**src/rtl/sonar_pkg.sv**
```systemverilog
// Shared types and constants for the sonar ping sequencer.
// The state enum is used by the top-level FSM; DW/CW are the default widths.
package sonar_pkg;

  localparam int DW_DEF  = 8;
  localparam int CW_DEF  = 12;
  localparam int MIN_DIV = 2;

  typedef enum logic [2:0] {
    PING_IDLE   = 3'd0,
    PING_TX     = 3'd1,
    PING_BLANK  = 3'd2,
    PING_LISTEN = 3'd3,
    PING_DONE   = 3'd4
  } ping_state_e;

endpackage

```
**src/rtl/sonar_ping_sequencer_tick_gen.sv**
```systemverilog
// Sample-rate strobe: divides clk by div_c, held at zero while clr is high.
// tick_next is the lookahead of tick so callers can build registered strobes aligned to tick.
module tick_gen
  import sonar_pkg::*;
#(
  parameter int DW = DW_DEF
) (
  input  logic          clk,
  input  logic          rst_n,
  input  logic          clr,
  input  logic [DW-1:0] div_c,
  output logic          tick,
  output logic          tick_next
);

  logic [DW-1:0] cnt_r;
  logic [DW-1:0] cnt_nxt_s;
  logic [DW-1:0] div_m1_s;
  logic          tick_r;

  assign div_m1_s  = div_c - DW'(1'b1);
  assign tick_next = (cnt_nxt_s == div_m1_s);
  assign tick      = tick_r;

  // next count: restart on clr, wrap at div_c-1
  always_comb begin
    cnt_nxt_s = cnt_r;
    if (clr) begin
      cnt_nxt_s = '0;
    end else if (cnt_r == div_m1_s) begin
      cnt_nxt_s = '0;
    end else begin
      cnt_nxt_s = cnt_r + DW'(1'b1);
    end
  end

  // count register and registered tick, high while the count sits at div_c-1
  always_ff @(posedge clk or negedge rst_n) begin
    if (!rst_n) begin
      cnt_r  <= '0;
      tick_r <= 1'b0;
    end else begin
      cnt_r  <= cnt_nxt_s;
      tick_r <= tick_next;
    end
  end

endmodule

```
**src/rtl/sonar_ping_sequencer.sv**
```systemverilog
// One sonar ping: TX burst, blanking, then a listen window that strobes PCM writes per tick.
// All outputs are registered from the next state so they line up with the state they describe.
module sonar_ping_sequencer
  import sonar_pkg::*;
#(
  parameter int DW = DW_DEF,
  parameter int CW = CW_DEF
) (
  input  logic          clk,
  input  logic          rst_n,
  input  logic          start,
  input  logic          abort,
  input  logic [DW-1:0] div_c,
  input  logic [CW-1:0] tx_len,
  input  logic [CW-1:0] blank_len,
  input  logic [CW-1:0] listen_len,
  output logic          busy,
  output logic          tx_en,
  output logic          listen_en,
  output logic          sample_we,
  output logic [CW-1:0] sample_idx,
  output logic          done,
  output logic          err_cfg
);

  ping_state_e   state_r, nxt_s, first_s;
  logic [DW-1:0] div_r;
  logic [CW-1:0] tx_len_r, blank_len_r, listen_len_r;
  logic [CW-1:0] phase_r, phase_nxt_s, len_s;
  logic          tick_s, tick_next_s, clr_s;
  logic          cfg_ok_s, accept_s, last_s;
  logic          busy_nxt_s, tx_nxt_s, listen_nxt_s, we_nxt_s, done_nxt_s, err_nxt_s;
  logic [CW-1:0] idx_nxt_s;
  logic          busy_r, tx_en_r, listen_en_r, sample_we_r, done_r, err_cfg_r;
  logic [CW-1:0] sample_idx_r;

  // Counter is pinned at zero in IDLE, so every ping starts with a fresh tick period.
  assign clr_s = (state_r == PING_IDLE);

  tick_gen #(.DW(DW)) u_tick_gen (
    .clk       (clk),
    .rst_n     (rst_n),
    .clr       (clr_s),
    .div_c     (div_r),
    .tick      (tick_s),
    .tick_next (tick_next_s)
  );

  assign cfg_ok_s = (div_c >= DW'(MIN_DIV)) && (listen_len != '0);
  assign accept_s = (state_r == PING_IDLE) && start && !abort && cfg_ok_s;
  assign last_s   = tick_s && (phase_r == len_s - CW'(1'b1));

  // length of the phase currently running
  always_comb begin
    len_s = '0;
    case (state_r)
      PING_TX:     len_s = tx_len_r;
      PING_BLANK:  len_s = blank_len_r;
      PING_LISTEN: len_s = listen_len_r;
      default:     len_s = '0;
    endcase
  end

  // first non-empty phase of a freshly accepted ping
  always_comb begin
    first_s = PING_LISTEN;
    if (tx_len != '0) begin
      first_s = PING_TX;
    end else if (blank_len != '0) begin
      first_s = PING_BLANK;
    end else begin
      first_s = PING_LISTEN;
    end
  end

  // next-state logic; abort overrides everything
  always_comb begin
    nxt_s = state_r;
    if (abort) begin
      nxt_s = PING_IDLE;
    end else begin
      case (state_r)
        PING_IDLE:   nxt_s = accept_s ? first_s : PING_IDLE;
        PING_TX:     nxt_s = last_s ? ((blank_len_r != '0) ? PING_BLANK : PING_LISTEN) : PING_TX;
        PING_BLANK:  nxt_s = last_s ? PING_LISTEN : PING_BLANK;
        PING_LISTEN: nxt_s = last_s ? PING_DONE : PING_LISTEN;
        PING_DONE:   nxt_s = PING_IDLE;
        default:     nxt_s = PING_IDLE;
      endcase
    end
  end

  // phase counter: ticks within the current phase, cleared between phases
  always_comb begin
    phase_nxt_s = phase_r;
    if (abort || (state_r == PING_IDLE) || (state_r == PING_DONE)) begin
      phase_nxt_s = '0;
    end else if (last_s) begin
      phase_nxt_s = '0;
    end else if (tick_s) begin
      phase_nxt_s = phase_r + CW'(1'b1);
    end else begin
      phase_nxt_s = phase_r;
    end
  end

  // Moore outputs decoded from the next state; the sample strobe uses the tick lookahead
  always_comb begin
    busy_nxt_s   = (nxt_s != PING_IDLE);
    tx_nxt_s     = (nxt_s == PING_TX);
    listen_nxt_s = (nxt_s == PING_LISTEN);
    done_nxt_s   = (nxt_s == PING_DONE);
    we_nxt_s     = (nxt_s == PING_LISTEN) && tick_next_s;
    err_nxt_s    = (state_r == PING_IDLE) && start && !abort && !cfg_ok_s;
    idx_nxt_s    = sample_idx_r;
    if (abort) begin
      idx_nxt_s = '0;
    end else if (we_nxt_s) begin
      idx_nxt_s = phase_nxt_s;
    end else begin
      idx_nxt_s = sample_idx_r;
    end
  end

  // state and phase registers
  always_ff @(posedge clk or negedge rst_n) begin
    if (!rst_n) begin
      state_r <= PING_IDLE;
      phase_r <= '0;
    end else begin
      state_r <= nxt_s;
      phase_r <= phase_nxt_s;
    end
  end

  // configuration captured only when a ping is accepted
  always_ff @(posedge clk or negedge rst_n) begin
    if (!rst_n) begin
      div_r        <= '0;
      tx_len_r     <= '0;
      blank_len_r  <= '0;
      listen_len_r <= '0;
    end else if (accept_s) begin
      div_r        <= div_c;
      tx_len_r     <= tx_len;
      blank_len_r  <= blank_len;
      listen_len_r <= listen_len;
    end
  end

  // output registers
  always_ff @(posedge clk or negedge rst_n) begin
    if (!rst_n) begin
      busy_r       <= 1'b0;
      tx_en_r      <= 1'b0;
      listen_en_r  <= 1'b0;
      sample_we_r  <= 1'b0;
      done_r       <= 1'b0;
      err_cfg_r    <= 1'b0;
      sample_idx_r <= '0;
    end else begin
      busy_r       <= busy_nxt_s;
      tx_en_r      <= tx_nxt_s;
      listen_en_r  <= listen_nxt_s;
      sample_we_r  <= we_nxt_s;
      done_r       <= done_nxt_s;
      err_cfg_r    <= err_nxt_s;
      sample_idx_r <= idx_nxt_s;
    end
  end

  assign busy       = busy_r;
  assign tx_en      = tx_en_r;
  assign listen_en  = listen_en_r;
  assign sample_we  = sample_we_r;
  assign sample_idx = sample_idx_r;
  assign done       = done_r;
  assign err_cfg    = err_cfg_r;

endmodule

```
**config.mk**
```make
export PLATFORM = sky130hd
export DESIGN_NAME = sonar_ping_sequencer
export DESIGN_NICKNAME = d
export VERILOG_FILES = /design/src/rtl/sonar_pkg.sv /design/src/rtl/sonar_ping_sequencer_tick_gen.sv /design/src/rtl/sonar_ping_sequencer.sv
export SDC_FILE = /design/constraint.sdc
export NUM_CORES = 1
export LEC_CHECK = 0
export ABC_AREA = 1
export CAP_MARGIN = 20
export CORE_AREA = 2 2 116 118
export DETAILED_ROUTE_END_ITERATION = 7
export DIE_AREA = 0 0 118 120
export DONT_BUFFER_PORTS = 1
export HOLD_SLACK_MARGIN = 0.02
export PLACE_DENSITY_LB_ADDON = 0.3
export SETUP_SLACK_MARGIN = 0.4
export SLEW_MARGIN = 20
export SYNTH_ARGS = -nofsm -noshare
export SYNTH_HDL_FRONTEND = slang
export SYNTH_SLANG_ARGS = --single-unit
```
**constraint.sdc**
```tcl
create_clock -name clk -period 3 [get_ports clk]
set_input_delay 0.15 -clock clk [delete_from_list [all_inputs] [get_ports clk]]
set_output_delay 0.15 -clock clk [all_outputs]
set_load 0.01 [all_outputs]
```
# Word level (Yosys, flattened, before mapping)
# Cells that the tools add are included.
word_totals:
  ff_bits: 86
  in_bits: 48
  elab_cells: 65
op_classes:
  add_sub_neg: 4
  order_cmp: 1
  n_eq_ne: 10
  muxes: 17
  reduce_logical: 18
ops:
  columns: ["cell", "count"]
  rows:
  - ["2-to-1 mux 12 bit", 5]
  - ["nonzero test 12 bit", 4]
  - ["case mux 12 bit (3 select lines)", 1]
  - ["== test 8 bit", 2]
  - ["2-to-1 mux 8 bit", 2]
  - ["adder 12 x 1 -> 12 bit (second input constant)", 1]
  - ["== test 12 bit", 1]
  - ["case mux 3 bit (4 select lines)", 1]
  - ["subtractor 12 x 1 -> 12 bit (second input constant)", 1]
  - ["== test 3 x 2 -> 1 bit (second input constant)", 3]
  - ["2-to-1 mux 3 bit", 3]
  - ["adder 8 x 1 -> 8 bit (second input constant)", 1]
  - ["greater-or-equal comparator 8 x 2 -> 1 bit (second input constant)", 1]
  - ["subtractor 8 x 1 -> 8 bit (second input constant)", 1]
  - ["logical AND 1 bit", 7]
  - ["== test 3 x 1 -> 1 bit (second input constant)", 2]
  - ["== test 3 bit (second input constant)", 2]
  - ["2-to-1 mux 2 bit", 2]
  - ["logical NOT 3 bit", 1]
  - ["2-to-1 mux 1 bit", 3]
  - ["nonzero test 3 bit", 1]
  - ["logical NOT 1 bit", 2]
  - ["logical OR 1 bit", 2]
  - ["nonzero test 2 bit", 1]

# Longest topological paths before layout
logic_depth:
  word_depth: 12
  ltp_mapped: 24
  ltp_nobuf: 23

# Hierarchy
# A second synthesis with hierarchy kept.
unflattened:
  cells_unflattened: 718
  area_unflattened_um2: 5073.6
modules_own_cells:
  columns: ["mod", "instances", "cells_per_inst", "area_per_inst_um2", "seq_area_each_um2"]
  rows:
  - ["sonar_ping_sequencer", 1, 549, 4135.2, 1926.8]
  - ["tick_gen", 1, 169, 938.4, 225.2]

# Worst setup path after synthesis
# OpenSTA, ideal clock, no wires.
synth_path:
  kind: "register -> register"
  startpoint: "reg state_r[1]"
  endpoint: "reg sample_idx_r[9] (netlist: sample_idx[9])"
  setup_time_ps: 117
  t_arrival_ps: 2566
  required_time_ps: 2883
  setup_slack_ps: 317
  stages_incl_launch_ff: 24
  n_path_buf: 3
  period_less_slack_ps: 2683
  path_cell_list: "dfrtp_1 -> buf_6 -> nor2_2 -> buf_6 -> nand3_1 -> nand2_2 -> nor2_4 -> ha_1 -> xnor2_1 -> nor2_1 -> nand3_1 -> nor2_1 -> nand2_1 -> nor2_1 -> nand2_2 -> nor2_4 -> nand3b_1 -> nand2_1 -> nand3_2 -> nand4_4 -> nand2_2 -> buf_6 -> nand2_1 -> nand2_1"
synth_between:
  elab_chain_cells: 11
  elab_cells_between_ends: 29
  classes_between: "add/sub (1); eq/ne (7); mux (12); reduce/logical (9)"
synth_rtl:
  columns: ["element", "line_no", "rtl"]
  rows:
  - ["start: declaration", "sonar_ping_sequencer.sv:26", "ping_state_e state_r, nxt_s, first_s;"]
  - ["start signal: assignment", "sonar_ping_sequencer.sv:131", "state_r <= nxt_s;"]
  - ["== test 3 x 2 -> 1 bit / == test 3 x 1 -> 1 bit (equally long branches)", "sonar_ping_sequencer.sv:56, sonar_ping_sequencer.sv:82", null]
  - ["case mux 12 bit (3 select lines)", "sonar_ping_sequencer.sv:56", "case (state_r)"]
  - ["subtractor 12 x 1 -> 12 bit", "sonar_ping_sequencer.sv:51", "assign last_s = tick_s && (phase_r == len_s - CW'(1'b1));"]
  - ["== test 12 bit", "sonar_ping_sequencer.sv:51", null]
  - ["logical AND 1 bit", "sonar_ping_sequencer.sv:51", null]
  - ["2-to-1 mux 3 bit (tied with other cells)", "sonar_ping_sequencer.sv:86", "PING_LISTEN: nxt_s = last_s ? PING_DONE : PING_LISTEN;"]
  - ["case mux 3 bit (4 select lines)", "sonar_ping_sequencer.sv:82", "case (state_r)"]
  - ["2-to-1 mux 3 bit", "sonar_ping_sequencer.sv:79", "if (abort) begin"]
  - ["== test 3 x 2 -> 1 bit", "sonar_ping_sequencer.sv:113", "we_nxt_s = (nxt_s == PING_LISTEN) && tick_next_s;"]
  - ["logical AND 1 bit", "sonar_ping_sequencer.sv:113", null]
  - ["nonzero test 2 bit (no source line)", null, null]
  - ["end signal: assignment", "sonar_ping_sequencer.sv:168", "sample_idx_r <= idx_nxt_s;"]
  - ["end: declaration", "sonar_ping_sequencer.sv:35", "logic [CW-1:0] sample_idx_r;"]
# Parallel ways exist; a longest one is shown, timed or not. The select of a mux whose other input is x is not followed.
# A chain may end at the register's enable or synchronous reset.

# Final worst setup path
layout_path:
  startpoint: "reg state_r[2]"
  endpoint: "reg sample_idx_r[9] (netlist: sample_idx[9])"
layout_between:
  elab_cells_between_ends: 29
  classes_between: "add/sub (1); eq/ne (7); mux (12); reduce/logical (9)"
layout_rtl:
  columns: ["element", "line_no", "rtl"]
  rows:
  - ["== test 3 x 2 -> 1 bit / == test 3 x 1 -> 1 bit (equally long branches)", "sonar_ping_sequencer.sv:56", null]
  - ["case mux 12 bit (3 select lines)", "sonar_ping_sequencer.sv:56", null]
  - ["subtractor 12 x 1 -> 12 bit", "sonar_ping_sequencer.sv:51", null]
  - ["== test 12 bit", "sonar_ping_sequencer.sv:51", null]
  - ["logical AND 1 bit", "sonar_ping_sequencer.sv:51", null]
  - ["2-to-1 mux 12 bit", "sonar_ping_sequencer.sv:98", "end else if (last_s) begin"]
  - ["2-to-1 mux 12 bit (*)", "sonar_ping_sequencer.sv:96", "if (abort || (state_r == PING_IDLE) || (state_r == PING_DONE)) begin"]
  - ["via phase_nxt_s[9]", "sonar_ping_sequencer.sv:29", "logic [CW-1:0] phase_r, phase_nxt_s, len_s;"]
  - ["2-to-1 mux 12 bit (*)", "sonar_ping_sequencer.sv:118", "end else if (we_nxt_s) begin"]
  - ["2-to-1 mux 12 bit (*)", "sonar_ping_sequencer.sv:116", "if (abort) begin"]
# Mark *: on every way through the listed nets, which the timed path passes. The rest lies on a longest branch. The select of a mux whose other input is x is not followed.

==> results by group <==
Cells and area
  – Most frequent cells in the layout: nand2_1, inv_1, dfrtp_1
  – Ratio of cells with drive above 1 in the final layout: 16.51%
  – # diodes: 0
  – Synth-to-layout area growth: 27.57%
  – Layout net count: 810
  – Filler cell count: 1246
  – Leading cell type in the layout, fill and taps excluded: nand2_1
  – Area of the multi-input gates: 2604 um^2
  – Fin cells: 939
  – Reg area: 2155 um^2

Clock tree
  – CTS Buffer Depth: 2
  – TritonCTS clock tree: built
  – CTS root buffer: clkbuf_16
  – Cts bufs inserted: 9
  – H-tree levels: 3
  – Clock transition at path regs: 0.07 ns
  – Clock sink total: 86
  – Worst-Skew Late Latency: 0.36 ns

Die
  – Die area: 14160 um^2
  – Io pins: 66
  – Row count: 42
  – Die W: 118 um
  – Core area: 12980 um^2
  – Die H: 120 um
  – Initial Utilization: 38.67%

Synth
  – Mean Syn Cell Area: 7.339 um^2
  – Synth unique cells: 39
  – Synth Cell Area: 5020 um^2
  – Syn_nets: 736
  – Seq/Total Area, Yosys: 42.87%
  – Yosys reg bits: 86
  – Synth warn: 0
  – Cells after synthesis: 684

Place
  – I/O Buffers: 0
  – Placed instance count: 855
  – Place WS: 0.07356 ns
  – Gpl congestion: 0.8921
  – Post-DP HPWL: 9596 um

Worst setup path
  – CP Data Arrival Time: 3.03 ns
  – Biggest cell delay along the critical path: 0.45 ns
  – Worst Path Buf+Inv: 3
  – Kind of critical path: flop to flop
  – CP required: 3.25 ns
  – Worst-path cell chain: inv_4 > nand2_4 > nor2_4 > nand2_2 > nand2_2 > nor2_4 > ha_4 > xnor2_2 > nor2_1 > nand3_1 > nor2_1 > nand2_1 > nor2_2 > nand2_2 > nor2_4 > nand2_2 > buf_6 > o211ai_1 > buf_6 > nor3b_4 > nand2_1 > nand2_1
  – Worst setup EP type: flop
  – Top cell by count, worst path: nand2_2
  – Crit-path max FO: 12
  – Slowest CP cell: dfrtp_2
  – Reg2Reg Setup Slack: 0.22 ns
  – Crit-path leading delay family: simple AND/OR/NAND/NOR gates
  – Critical Path Source Type: flop

Routing
  – Post-route ant nets: 0
  – Detailed Routing Iterations Pass 1: 4
  – Vias: 4645
  – Routed Wire Length: 13770 um
  – DRC violations left: 0
  – WL/cell: 14.66 um
  – Via/cell ratio: 4.947
  – 1st-iter DRT viols: 242

Hold path
  – HP Class: input port to flop

Global routing
  – Initial antenna violation count: 0
  – Largest net degree at the start of global routing: 87
  – Grt total ovfl: 0
  – Tot GR Track Use: 20.51%
  – First-pass GRT wire length: 23090 um
  – Vias in the first global route: 4886

Timing
  – Fin. max-slew vios: 0
  – Setup Skew: 0.006790 ns
  – Hold Vio Cnt, Final: 0
  – Setup violations, final: 0
  – Max-slew headroom: 63.63%
  – Worst-Margin Slew: 0.5456 ns
  – Final period util: 92.79%
  – Fin crit period: 2.784 ns
  – RSZ-0062 raised after global routing: true
  – Setup ws final: 0.2164 ns
  – Max Clk Rate: 359.3 MHz

Power
  – Cell area power density: 479.1 nW/um^2
  – Peak VDD IR: 0.2934 mV
  – Leakage: 3.215 nW

Job
  – Max cap viols: 0

Outcome
  – Status: finished, final reports clean
-- cell families after synthesis --
logic type                 synth area share (%)
DFF                                       42.87
AOI/OAI and AO/OA                         4.611
and+or+nand+nor                           38.68
buffers and inverters                     9.521
adders and majority gates                0.9970
xor gates and xnor gates                  3.315
-- routing by layer --
layer / track usage [%] / routed length (um) / vias to the layer above
met5: 0 / 0 / -
met4: 8.886 / 352 / 0
met3: 4.278 / 551 / 24
met2: 36.16 / 6978 / 94
met1: 24.19 / 5884 / 2215
li1: - / - / 2312
-- through the flow --
| stage | util (%) | setup TNS [ns] | area (um^2) | hold WS [ns] | power, W |
|---|---|---|---|---|---|
| 2_1_floorplan | - | 0 | 5047 | -0.1456 | 0.001761 |
| 3_3_place_gp | 40.47 | 0 | 5253 | -0.1409 | 0.001871 |
| 3_5_place_dp | 40.47 | 0 | 5253 | -0.1421 | 0.001888 |
| 4_1_cts | 47.89 | 0 | 6216 | 0.02226 | 0.003075 |
| 5_1_grt | 49.33 | -0.6975 | 6404 | 0.03165 | 0.003241 |
| 6_report | 49.33 | 0 | 6404 | 0.02494 | 0.003068 |
-- worst reg2reg max path: cells and delay by family, from the launching register on --
family                     cells  cell delay, ns
xor gates and xnor gates       1            0.13
DFF                            1            0.45
and+or+nand+nor               16            1.30
AOI/OAI and AO/OA              1            0.09
buffers and inverters          3            0.50
adders and majority gates      1            0.21
-- power breakdown --
group	internal (W)	switching, W
Clock	0.000587	0.000485
Sequential	0.00127	0.0000861
Combinational	0.000251	0.000390
Total	0.00211	0.000962
-- path summary, 6_finish.rpt --
| check | from | endpoint | cells after the start |
|---|---|---|---|
| min | abort | err_cfg | 2 |
| max reg2reg | state_r[2] | sample_idx[9] | 22 |
| min in group asynchronous | rst_n | err_cfg | 2 |
| max in group asynchronous | rst_n | state_r[2] | 2 |
| min reg2reg | listen_len_r[8] | listen_len_r[8] | 2 |
| max | state_r[2] | sample_idx[9] | 22 |
-- state kept, by name, indices dropped and copies added, names as in the netlist --
signal	cells
tx_en	1
phase_r	12
busy	1
sample_idx	12
tx_len_r	12
err_cfg	1
done	1
blank_len_r	12
div_r	8
listen_en	1
u_tick_gen.cnt_r	8
state_r	3
sample_we	1
listen_len_r	12
u_tick_gen.tick	1
-- what timing repair did --
item	4_1_cts	5_1_grt
pin swaps	24	5
cloned	1	0
gates resized for setup	26	34
setup endpoints to repair	31	32
setup buffers	15	5
hold endpoints to repair	132	0
hold buffers	47	0
-- final cells by class --
cell class | count | area share (%)
Tap cell | 176 | 3.439
Clock inverter | 4 | 0.4885
Inverter | 97 | 5.725
Sequential cell | 86 | 33.65
Clock buffer | 12 | 3.849
Timing Repair Buffer | 81 | 12.19
Multi-Input combinational cell | 483 | 40.66
-- synthesized netlist by cell type --
cell type / number / area share (%)
nor2_1: 49 / 3.7
inv_1: 91 / 6.8
nand2_4: 1 / 0.22
a21boi_0: 1 / 0.15
and3_1: 1 / 0.12
a21oi_1: 2 / 0.20
buf_1: 1 / 0.075
nand2_2: 7 / 0.87
clkinv_1: 2 / 0.15
ha_1: 4 / 1.0
o31ai_1: 1 / 0.15
inv_2: 4 / 0.30
nor4_1: 7 / 0.87
xnor2_1: 2 / 0.35
or2_1: 1 / 0.12
buf_2: 1 / 0.10
dfrtp_1: 86 / 43
nand3_1: 60 / 6.0
buf_6: 5 / 1.1
o21ai_2: 1 / 0.17
nor3b_1: 4 / 0.60
buf_4: 2 / 0.30
xor2_1: 17 / 3.0
nand3_2: 9 / 1.8
nor2_2: 9 / 1.1
o21ai_1: 1 / 0.10
nand3b_2: 1 / 0.22
nor3_2: 1 / 0.20
nand4_4: 1 / 0.42
and2_1: 1 / 0.12
o21ai_0: 37 / 3.7
o211ai_1: 1 / 0.15
nor2_4: 5 / 1.1
nor3_1: 6 / 0.60
nor3b_2: 1 / 0.25
clkbuf_1: 9 / 0.67
nand4_1: 26 / 3.2
nand3b_1: 3 / 0.45
nand2_1: 223 / 17
No activity file was read; power rests on OpenSTA's default activity.
